==> config.mk <==
export PLATFORM = sky130hd
export DESIGN_NAME = cfu_requester
export DESIGN_NICKNAME = d
export VERILOG_FILES = /design/src/rtl/cfu_requester.sv
export SDC_FILE = /design/constraint.sdc
export NUM_CORES = 1
export LEC_CHECK = 0
export ABC_AREA = 1
export CAP_MARGIN = 20
export CORE_UTILIZATION = 42
export DETAILED_ROUTE_END_ITERATION = 7
export PLACE_DENSITY = 0.87
export SYNTH_ARGS = -nofsm -noshare
export SYNTH_HDL_FRONTEND = slang
export SYNTH_SLANG_ARGS = --single-unit
==> constraint.sdc <==
create_clock -name clk -period 1.8 [get_ports clk]
set_input_delay 0.36 -clock clk [delete_from_list [all_inputs] [get_ports clk]]
set_output_delay 0.36 -clock clk [all_outputs]
set_load 0.1 [all_outputs]
==> src/rtl/cfu_requester.sv <==
// rtl/cfu_requester.sv - CFU request/response tracker with tagged slot table and writeback register.
// Optional response watchdog with error flush: define CFU_REQUESTER_TIMEOUT_EN.
module cfu_requester #(
    parameter int DEPTH   = 4,
    parameter int TAG_W   = 5,
    parameter int TIMEOUT = 1024
) (
    input  logic                     clk,
    input  logic                     rst,
    input  logic                     issue_valid,
    output logic                     issue_ready,
    input  logic [31:0]              issue_insn,
    input  logic [31:0]              issue_rs1,
    input  logic [31:0]              issue_rs2,
    input  logic [TAG_W-1:0]         issue_tag,
    input  logic                     issue_csr,
    output logic                     cfu_req_valid,
    input  logic                     cfu_req_ready,
    output logic [31:0]              cfu_req_insn,
    output logic [31:0]              cfu_req_data0,
    output logic [31:0]              cfu_req_data1,
    output logic [$clog2(DEPTH)-1:0] cfu_req_id,
    output logic                     cfu_req_cfu_csr,
    input  logic                     cfu_resp_valid,
    output logic                     cfu_resp_ready,
    input  logic [$clog2(DEPTH)-1:0] cfu_resp_id,
    input  logic [31:0]              cfu_resp_data,
    input  logic [2:0]               cfu_resp_status,
    output logic                     wb_valid,
    input  logic                     wb_ready,
    output logic [31:0]              wb_data,
    output logic [TAG_W-1:0]         wb_tag,
    output logic                     wb_error,
    output logic                     spurious_resp
);
    localparam int ID_W = $clog2(DEPTH);

    typedef enum logic {S_IDLE, S_FLUSH} state_t;

    state_t            state;
    logic [DEPTH-1:0]  slot_valid;
    logic [TAG_W-1:0]  slot_tag [DEPTH];
    logic [ID_W-1:0]   free_idx;
    logic [ID_W-1:0]   low_idx;
    logic              any_free;
    logic              any_valid;
    logic              issue_fire;
    logic              resp_fire;
    logic              resp_hit;
    logic              wb_fire;
    logic              wb_flush;
    logic [ID_W-1:0]   flush_idx;
    logic              flush_load;
    logic              flush_free;

    // Priority encoders: lowest free slot for allocation, lowest valid slot for flush.
    always_comb begin
        free_idx = '0;
        any_free = 1'b0;
        low_idx  = '0;
        for (int i = DEPTH - 1; i >= 0; i--) begin
            if (!slot_valid[i]) begin
                free_idx = ID_W'(i);
                any_free = 1'b1;
            end
            if (slot_valid[i]) begin
                low_idx = ID_W'(i);
            end
        end
    end

    assign any_valid  = |slot_valid;
    assign issue_fire = issue_valid && issue_ready;
    assign resp_fire  = cfu_resp_valid && cfu_resp_ready;
    assign resp_hit   = slot_valid[cfu_resp_id];
    assign wb_fire    = wb_valid && wb_ready;
    assign flush_load = (state == S_FLUSH) && !wb_valid && any_valid;
    assign flush_free = wb_fire && wb_flush;

`ifdef CFU_REQUESTER_TIMEOUT_EN
    localparam int WD_W = $clog2(TIMEOUT + 1);

    state_t            next_state;
    logic [WD_W-1:0]   wd_cnt;
    logic              wd_hit;

    assign wd_hit = (wd_cnt == WD_W'(TIMEOUT - 1));

    always_ff @(posedge clk) begin
        if (rst) begin
            state <= S_IDLE;
        end else begin
            state <= next_state;
        end
    end

    always_comb begin
        next_state = state;
        case (state)
            S_IDLE:  if (wd_hit) next_state = S_FLUSH;
            S_FLUSH: if (!any_valid) next_state = S_IDLE;
            default: next_state = S_IDLE;
        endcase
    end

    // Watchdog only advances while requests sit outstanding with nothing left to send.
    always_ff @(posedge clk) begin
        if (rst || state == S_FLUSH || resp_fire || !any_valid || wd_hit) begin
            wd_cnt <= '0;
        end else if (!cfu_req_valid) begin
            wd_cnt <= wd_cnt + 1'b1;
        end
    end
`else
    assign state = S_IDLE;
`endif

    always_comb begin
        issue_ready    = !rst && any_free && (!cfu_req_valid || cfu_req_ready)
                         && (state != S_FLUSH);
        cfu_resp_ready = !rst && (!wb_valid || wb_ready) && (state != S_FLUSH);
    end

    always_ff @(posedge clk) begin
        if (rst) begin
            slot_valid <= '0;
            for (int i = 0; i < DEPTH; i++) begin
                slot_tag[i] <= '0;
            end
        end else begin
            for (int i = 0; i < DEPTH; i++) begin
                if ((resp_fire && resp_hit && cfu_resp_id == ID_W'(i)) ||
                    (flush_free && flush_idx == ID_W'(i))) begin
                    slot_valid[i] <= 1'b0;
                end
                if (issue_fire && free_idx == ID_W'(i)) begin
                    slot_valid[i] <= 1'b1;
                    slot_tag[i]   <= issue_tag;
                end
            end
        end
    end

    always_ff @(posedge clk) begin
        if (rst) begin
            cfu_req_valid   <= 1'b0;
            cfu_req_insn    <= '0;
            cfu_req_data0   <= '0;
            cfu_req_data1   <= '0;
            cfu_req_id      <= '0;
            cfu_req_cfu_csr <= 1'b0;
        end else if (issue_fire) begin
            cfu_req_valid   <= 1'b1;
            cfu_req_insn    <= issue_insn;
            cfu_req_data0   <= issue_rs1;
            cfu_req_data1   <= issue_rs2;
            cfu_req_id      <= free_idx;
            cfu_req_cfu_csr <= issue_csr;
        end else if (cfu_req_ready) begin
            cfu_req_valid   <= 1'b0;
        end
    end

    // Response capture and flush error writebacks never coincide: responses are blocked in FLUSH.
    always_ff @(posedge clk) begin
        if (rst) begin
            wb_valid      <= 1'b0;
            wb_data       <= '0;
            wb_tag        <= '0;
            wb_error      <= 1'b0;
            wb_flush      <= 1'b0;
            flush_idx     <= '0;
            spurious_resp <= 1'b0;
        end else begin
            spurious_resp <= resp_fire && !resp_hit;
            if (resp_fire && resp_hit) begin
                wb_valid <= 1'b1;
                wb_data  <= cfu_resp_data;
                wb_tag   <= slot_tag[cfu_resp_id];
                wb_error <= (cfu_resp_status != 3'd0);
                wb_flush <= 1'b0;
            end else if (flush_load) begin
                wb_valid  <= 1'b1;
                wb_data   <= '0;
                wb_tag    <= slot_tag[low_idx];
                wb_error  <= 1'b1;
                wb_flush  <= 1'b1;
                flush_idx <= low_idx;
            end else if (wb_fire) begin
                wb_valid <= 1'b0;
                wb_flush <= 1'b0;
            end
        end
    end
endmodule

=== After elaboration in Yosys (flattened, before gate mapping) ===
Memories as Yosys holds them, arrays and structs flattened. A register that Yosys moved wholly into a read port is not among the register bits.
Cells that the tools add are included.

* Register bits: 139
* Output and inout bits: 142
* Bits in writable memories: 20
* Word-level logic and storage cells: 97
* Bits of input ports: 145
* Memories: 1

* Bitwise logic cells: 4
* Mux-type cells: 40
* Order comparisons: 1
* Equality and inequality tests: 6
* Reduce and logical (&&, ||, !) cells: 31

{| class="wikitable"
|+ Memories
! memory !! words !! bits a word !! rd ports !! clocked after memory_dff !! wr ports !! RTL line !! RTL
|-
| slot_tag || 4 || 5 || 1 || 1 || 4 || 42 || <nowiki>logic [TAG_W-1:0] slot_tag [DEPTH];</nowiki>
|}

{| class="wikitable"
|+ Operators with widths
! kind !! number
|-
| 1-bit two-way mux || 31
|-
| 5-bit two-way mux || 4
|-
| 1-bit logical AND || 16
|-
| 2-bit nonzero test || 6
|-
| 2-bit == test, second input constant || 4
|-
| 2-bit two-way mux || 4
|-
| 2-bit by 1-bit == test with 1-bit output, second input constant || 2
|-
| 1-bit zero test || 4
|-
| 2-bit zero test || 2
|-
| 1-bit OR || 4
|-
| 2-bit by 3-bit < comparator with 1-bit output, second input constant || 1
|-
| 3-bit nonzero test || 1
|-
| 1-bit binary-select mux with 2-bit select || 1
|-
| 1-bit logical OR || 2
|}

=== Logic depth before layout (Yosys ltp) ===
Gate-level depths: netlist of the first run.

* Depth after elaboration: 12
* Gate-level depth with buffers: 9
* Gate-level depth less buffers: 8

=== Worst setup path after synthesis of the first run ===
No wires, ideal clock.

* Kind: reg2out
* Start: reg wb_valid
* End: out cfu_resp_ready
* Slack: -0.684 ns
* Data required time: 1.440 ns
* Data arrival time: 2.124 ns
* Cell stages (with the launch flop): 4
* Path buffers: 0
* Cell sequence: dfxtp_1 > inv_1 > nor2_1 > nor2_1

* Cells in the longest elaborated chain, start to end: 3

{| class="wikitable"
|+ Ends and longest elaborated chain
! what !! RTL line !! RTL
|-
| start: declaration || 29 || <nowiki>output logic wb_valid,</nowiki>
|-
| start signal: assignment || 167 || <nowiki>wb_valid <= 1'b0;</nowiki>
|-
| start signal: assignment || 177 || <nowiki>wb_valid <= 1'b1;</nowiki>
|-
| start signal: assignment || 183 || <nowiki>wb_valid <= 1'b1;</nowiki>
|-
| 1-bit zero test || 121 || <nowiki>cfu_resp_ready = !rst && (!wb_valid || wb_ready) && (state != S_FLUSH);</nowiki>
|-
| 1-bit logical OR || 121 ||
|-
| 1-bit logical AND || 121 ||
|-
| end: declaration || 25 || <nowiki>output logic cfu_resp_ready,</nowiki>
|}

No other way between the ends.

=== Final worst setup path of the first run ===
* Start: in cfu_req_ready
* End: out issue_ready

* Cells in the longest elaborated chain, start to end: 2

{| class="wikitable"
|+ Ends and longest elaborated chain
! what !! RTL line !! RTL
|-
| start: declaration || 18 || <nowiki>input logic cfu_req_ready,</nowiki>
|-
| 1-bit logical OR || 119 || <nowiki>issue_ready = !rst && any_free && (!cfu_req_valid || cfu_req_ready)</nowiki>
|-
| 1-bit logical AND || 119 ||
|-
| end: declaration || 11 || <nowiki>output logic issue_ready,</nowiki>
|}

No other way between the ends.

==> metrics, run 1 <==
outcome complete, no violations; Setup TNS Final 0 ps; instance count on the critical path 7; Total Wirelength roughly 22000 µm; Worst-Skew Late Latency between 400 and 500 ps; Final Hold Violating Endpoints 0; Post-Layout Cell Count between 1000 and 1500; number of antenna violations at the first check in global routing 0; Int Pwr 6.940 mW; Total Routing Usage GR 0.2740; Slew headroom 0.4902; clock buffer count from CTS 17; Chip Width about 130 µm; Reg2Reg Depth 9; Worst setup SP type input pin; Clk Tree Root Cell clkbuf_16; vias ~6800; die area 0.01600 mm²; Placed Instances between 1000 and 1500; Seq cells post-synth 164; critical path class in2out; grt ovf 0; Worst setup endpoint issue_ready; initial DRC count 405; Finish-stage setup viols 0; Max H-tree Level 4; Die Height roughly 130 µm; hold wc startpoint rst; num rows 45; Yosys warning total 0; Boundary Pins between 200 and 300; R2R Setup Slk between 150 and 200 ps; antenna viol nets, final 0; Final min period between 1500 and 2000 ps; max-slew violation count 0; P&R area growth vs syn 79.12%; Psw about 3.2 mW; final net count 1259; Setup Skew about 10 ps; most frequent cells in the layout nand2_1 (177), nand3_1 (155), buf_12 (150); Clk pwr share 0.349; Clock Path Buffers 2; detailed-route DRC error count 0; f_max 561.7 MHz; Crit Reg-Reg Endpoint cfu_req_data1[4]; RePlAce Congestion 0.8155; CP peak stage delay about 470 ps; I/O Buffers between 200 and 300; commonest non-fill, non-tap cell in the layout nand2_1; largest net degree at the start of global routing 71; Syn Area/Cell slightly below 8 µm²; critical path launch point cfu_req_ready; max cap viols 0; Top delay family on crit path buffers and inverters; fraction of layout cells with a size suffix above 1 0.2016; critical path's slowest cell clkdlybuf4s50_1; core area between 0.015 and 0.02 mm²; n_diodes 0; Net Count, Synth around 980; Comb pwr share 0.253; vias in the first global route a little under 7000; DP Area 0.01107 mm²; Clock Pin Slew Worst Setup and Hold Paths roughly 60 ps; PwrDens 866.0 mW/mm²; hold crit path type in2reg; fin util 0.7698; worst vdd ir 0.6448 mV; Least-Margin Pin Slew about 760 ps; Worst EP required between 1000 and 1500 ps; Cell Area, Synth ~0.0065 mm²; detailed-router iteration count before antenna repair 5; LEAKAGE about 4.7 nW; reg-to-reg startpoint slot_valid[0]; Sw Share 0.3126; clock tree from TritonCTS built; Post-DP HPWL around 16000 µm; crit path max fanout 2; clock sinks roughly 160; CP Buf/Inv Count 4; unique cell type count in the Yosys netlist 20; number of fill cells between 900 and 1000; Final Instance Area between 0.01 and 0.015 mm²; Reg power frac 0.399; critical path endpoint category primary output; most frequent CP cell nand2_2; sequential element share of the synthesized area 0.5352; Avg Vias per Cell ~5.1; fin crit share 0.9891; critical path arrival between 1000 and 1500 ps; first-pass GRT wire length 34270 µm; RSZ-0062 raised after global routing true; Syn Inst Count approximately 840; initial core utilization 0.4297; wire length per cell about 16 µm; CP cell instances clkdlybuf4s50_1, inv_1, nand2_2, nand2_2, nor2_4, buf_6, buf_12
[how the worst min path moves through the flow]
stage	end	cells past startpoint	slack, ps
5_1_grt	wb_valid	2	190
4_1_cts	wb_valid	2	180
6_report	wb_valid	2	210
3_5_place_dp	cfu_req_data0[1]	2	490
2_1_floorplan	slot_valid[2]	2	480
3_3_place_gp	cfu_req_data1[16]	2	480
[power by group through the flow]
stage	Sequential, mW	Clock [mW]	Combinational (mW)
global placement	4.09	0	2.50
global route	4.04	3.74	2.66
CTS	4.03	3.57	2.55
floorplan	4.96	0	0.527
detailed placement	4.10	0	2.53
finish	4.03	3.52	2.55
[through the flow]
step	setup WS, ps	hold WS (ps)	power [mW]
6_report	19.66	205.6	10.10
2_1_floorplan	-96.59	481.1	5.490
3_3_place_gp	-116.8	485.0	6.591
4_1_cts	4.660	179.7	10.15
3_5_place_dp	-213.9	490.2	6.637
5_1_grt	-41.54	193.0	10.45
[state kept, by name, indices dropped and copies added (netlist names)]
signal           cells
slot_valid           4
wb_data             32
cfu_req_id           2
spurious_resp        1
wb_valid             1
cfu_req_data0       32
cfu_req_data1       32
wb_error             1
cfu_req_valid        1
cfu_req_cfu_csr      1
cfu_req_insn        32
wb_tag               5
slot_tag            20
[logic make-up after synthesis]
logic type	after synthesis	share of synthesized area
buf+inv	117	0.07997
compound gates	140	0.1077
simple gates	418	0.2772
flops	164	0.5352
[area by class of cell]
class / instances / area, µm² / area share
Multi-Input combinational cell: 558 / 2525 / 0.2166
Tap cell: 188 / 235.2 / 0.02018
Clock inverter: 9 / 105.1 / 0.009015
Clock buffer: 22 / 454.2 / 0.03896
Inverter: 50 / 190.2 / 0.01631
Timing Repair Buffer: 323 / 4661 / 0.3998
Sequential cell: 164 / 3488 / 0.2992
[cells in the mapped netlist (all sizes together)]
master / count / area [µm²]
nor4: 1 / 6.260
nor2: 74 / 280.3
a21oi: 140 / 700.7
buf: 40 / 229.0
clkbuf: 27 / 101.4
nand3: 155 / 775.7
nand3b: 2 / 15.01
inv: 50 / 190.2
nand2: 184 / 705.7
edfxtp: 20 / 600.6
dfxtp: 144 / 2883
nor3: 2 / 21.27
[per-layer routing]
metal,share of wire,up-vias,global-route usage
met5,0,-,0
met1,0.37,3099,0.2918
met3,0.091,56,0.09869
met2,0.51,307,0.4803
li1,-,3301,-
met4,0.035,0,0.1347
[what timing repair did]
action	4_1_cts	5_1_grt
gates resized for setup	3	5
buffers inserted	2	0
endpoints found under the setup margin	1	3
pin swaps	1	1
hold buffers	0	0
(Power assumes the default switching activity.)
==> run 2: changes to the inputs <==
==> constraint.sdc (replaced) <==
create_clock -name clk -period 1.65 [get_ports clk]
set_input_delay 0.33 -clock clk [delete_from_list [all_inputs] [get_ports clk]]
set_output_delay 0.33 -clock clk [all_outputs]
set_load 0.1 [all_outputs]
==> run 2 against run 1 <==
Critical path depth is 2 lower. Via count is 0.78% higher. Total power is 8.6% higher. Routed wire length is 0.75% higher. Setup slack worse by 6.1 ps. Sequential share of layout area is 0.076 points lower. Critical endpoint unchanged. Largest cell class unchanged. Largest power group unchanged.
==> metrics, run 2 (same netlist as run 1, synthesis figures left out) <==
Least-Margin Pin Slew between 600 and 700 ps; fraction of layout cells with a size suffix above 1 0.2076; grt ovf 0; Placed Instances around 1300; Setup Skew 11.68 ps; Crit Reg-Reg Endpoint cfu_req_data1[3]; CP cell instances nand2_4, nor2_4, nor2_4, buf_8, buf_12; outcome complete, no violations; Clk pwr share 0.345; Final min period about 1600 ps; fin crit share 0.9918; Worst-Skew Late Latency around 420 ps; clock sinks around 160; Clk Tree Root Cell clkbuf_16; die area about 0.016 mm²; clock buffer count from CTS 17; crit path max fanout 5; Avg Vias per Cell 5.164; sequential cell area 0.003503 mm²; initial core utilization 0.4297; met1 Resource Use GR 0.2801; detailed-route DRC error count 0; max cap viols 0; LEAKAGE ~4.8 nW; CP peak stage delay 380 ps; Total Routing Usage GR 0.2735; met3 Use GR 0.09447; detailed-router iteration count before antenna repair 5; Finish-stage setup viols 0; most frequent CP cell nor2_4; hold crit path type in2reg; max-slew violation count 0; RSZ-0062 raised after global routing true; vias just under 7000; final net count between 1000 and 1500; area of the multi-input gates 0.002562 mm²; Slew headroom 0.5861; Worst Hold Endpoint cfu_req_id[0]; critical path launch point slot_valid[2]; Sw Share 0.3125; Final Instance Area roughly 0.012 mm²; hold wc startpoint issue_valid; vias in the first global route between 6000 and 7000; Reg2Reg Depth 9; Int Pwr around 7.5 mW; DP Area between 0.01 and 0.015 mm²; Setup TNS Final 0 ps; GR Util met2 0.4937; critical path arrival around 1300 ps; critical path class reg2out; wire length per cell 16.52 µm; Max H-tree Level 4; Post-DP HPWL approximately 15000 µm; largest net degree at the start of global routing between 90 and 100; hold depth 3; Top delay family on crit path flip-flops; critical path's slowest cell dfxtp_4; critical path endpoint category primary output; CP Buf/Inv Count 2; f_max between 600 and 700 MHz; Chip Width roughly 130 µm; Comb pwr share 0.254; Clock Path Buffers 2; number of antenna violations at the first check in global routing 0; PwrDens roughly 930 mW/mm²; clock tree from TritonCTS built; reg-to-reg startpoint slot_valid[2]; RePlAce Congestion roughly 0.82; number of fill cells a little over 900; busiest layer in global routing met2; num rows 45; Post-Layout Cell Count between 1000 and 1500; Final Hold Violating Endpoints 0; antenna viol nets, final 0; commonest non-fill, non-tap cell in the layout nand2_1; Reg power frac 0.401; Clock Pin Slew Worst Setup and Hold Paths roughly 60 ps; fin util 0.7751; Die Height 126.5 µm; most frequent cells in the layout nand2_1 (176), nand3_1 (155), buf_12 (149); n_diodes 0; cts hold-fix bufs 0; Hold Slack about 260 ps; I/O Buffers between 200 and 300; Total Power roughly 11 mW; Boundary Pins 287; worst vdd ir between 0.7 and 0.8 mV; Worst setup SP type flop; Worst EP required 1320 ps; setup ws final 13.56 ps; core area between 0.015 and 0.02 mm²; Total Wirelength 21810 µm; initial DRC count 375; R2R Setup Slk roughly 100 ps; P&R area growth vs syn 80.35%; first-pass GRT wire length 34040 µm; Psw about 3.4 mW; Place WS -354.6 ps
==> run 2: cell types whose count changed in the layout (fill, tap and decap cells not counted), sizes merged <==
cell           change
clkinvlp           -1
dlymetal6s2s       +1
clkdlybuf4s50      -2
clkbuf             +1
dlygate4sd2        +1
inv                +1
buf                +5
==> run 2: repair_timing <==
item / 4_1_cts / 5_1_grt
buffers inserted: 2 / 1
gates cloned: 0 / 0
hold endpoints to repair: 0 / 0
pin swaps: 4 / 5
endpoints found under the setup margin: 2 / 8
gates resized for setup: 15 / 11
==> run 2: worst min-delay path: cells and delay by family <==
kind	cells	cell delay (ps)
AO/OA/AOI/OAI	1	70
buffers and inverters	1	140
AND/OR/NAND/NOR	1	90
==> run 2: power groups by stage <==
stage	Combinational, mW	Clock (mW)	Sequential, mW
floorplan	0.576	0	5.41
CTS	2.79	3.84	4.39
detailed placement	2.76	0	4.47
global placement	2.73	0	4.46
finish	2.79	3.78	4.39
global route	2.91	4.03	4.41
==> run 2: cell type report <==
type	count	share of cell area
clock buffer	23	0.03816
clock inverter	9	0.008953
inverter	50	0.01620
multi-input combinational	558	0.2183
sequential	164	0.2984
tap	188	0.02004
timing repair buffer	328	0.3999
==> run 2: metal layers <==
layer	up-vias	wire [µm]	part of all wire
met5	-	0	0
met4	0	797	0.037
met3	55	2017	0.092
met2	335	11260	0.52
met1	3113	7735	0.35
li1	3313	-	-
==> run 2: worst max path at each step <==
stage,to,slack [ps],cells past startpoint
after global routing,issue_ready,-30,5
after detailed placement,cfu_req_insn[2],-350,9
after floorplan,wb_data[0],10,6
after CTS,issue_ready,-9,5
final,issue_ready,10,5
after global placement,cfu_req_insn[1],-260,9
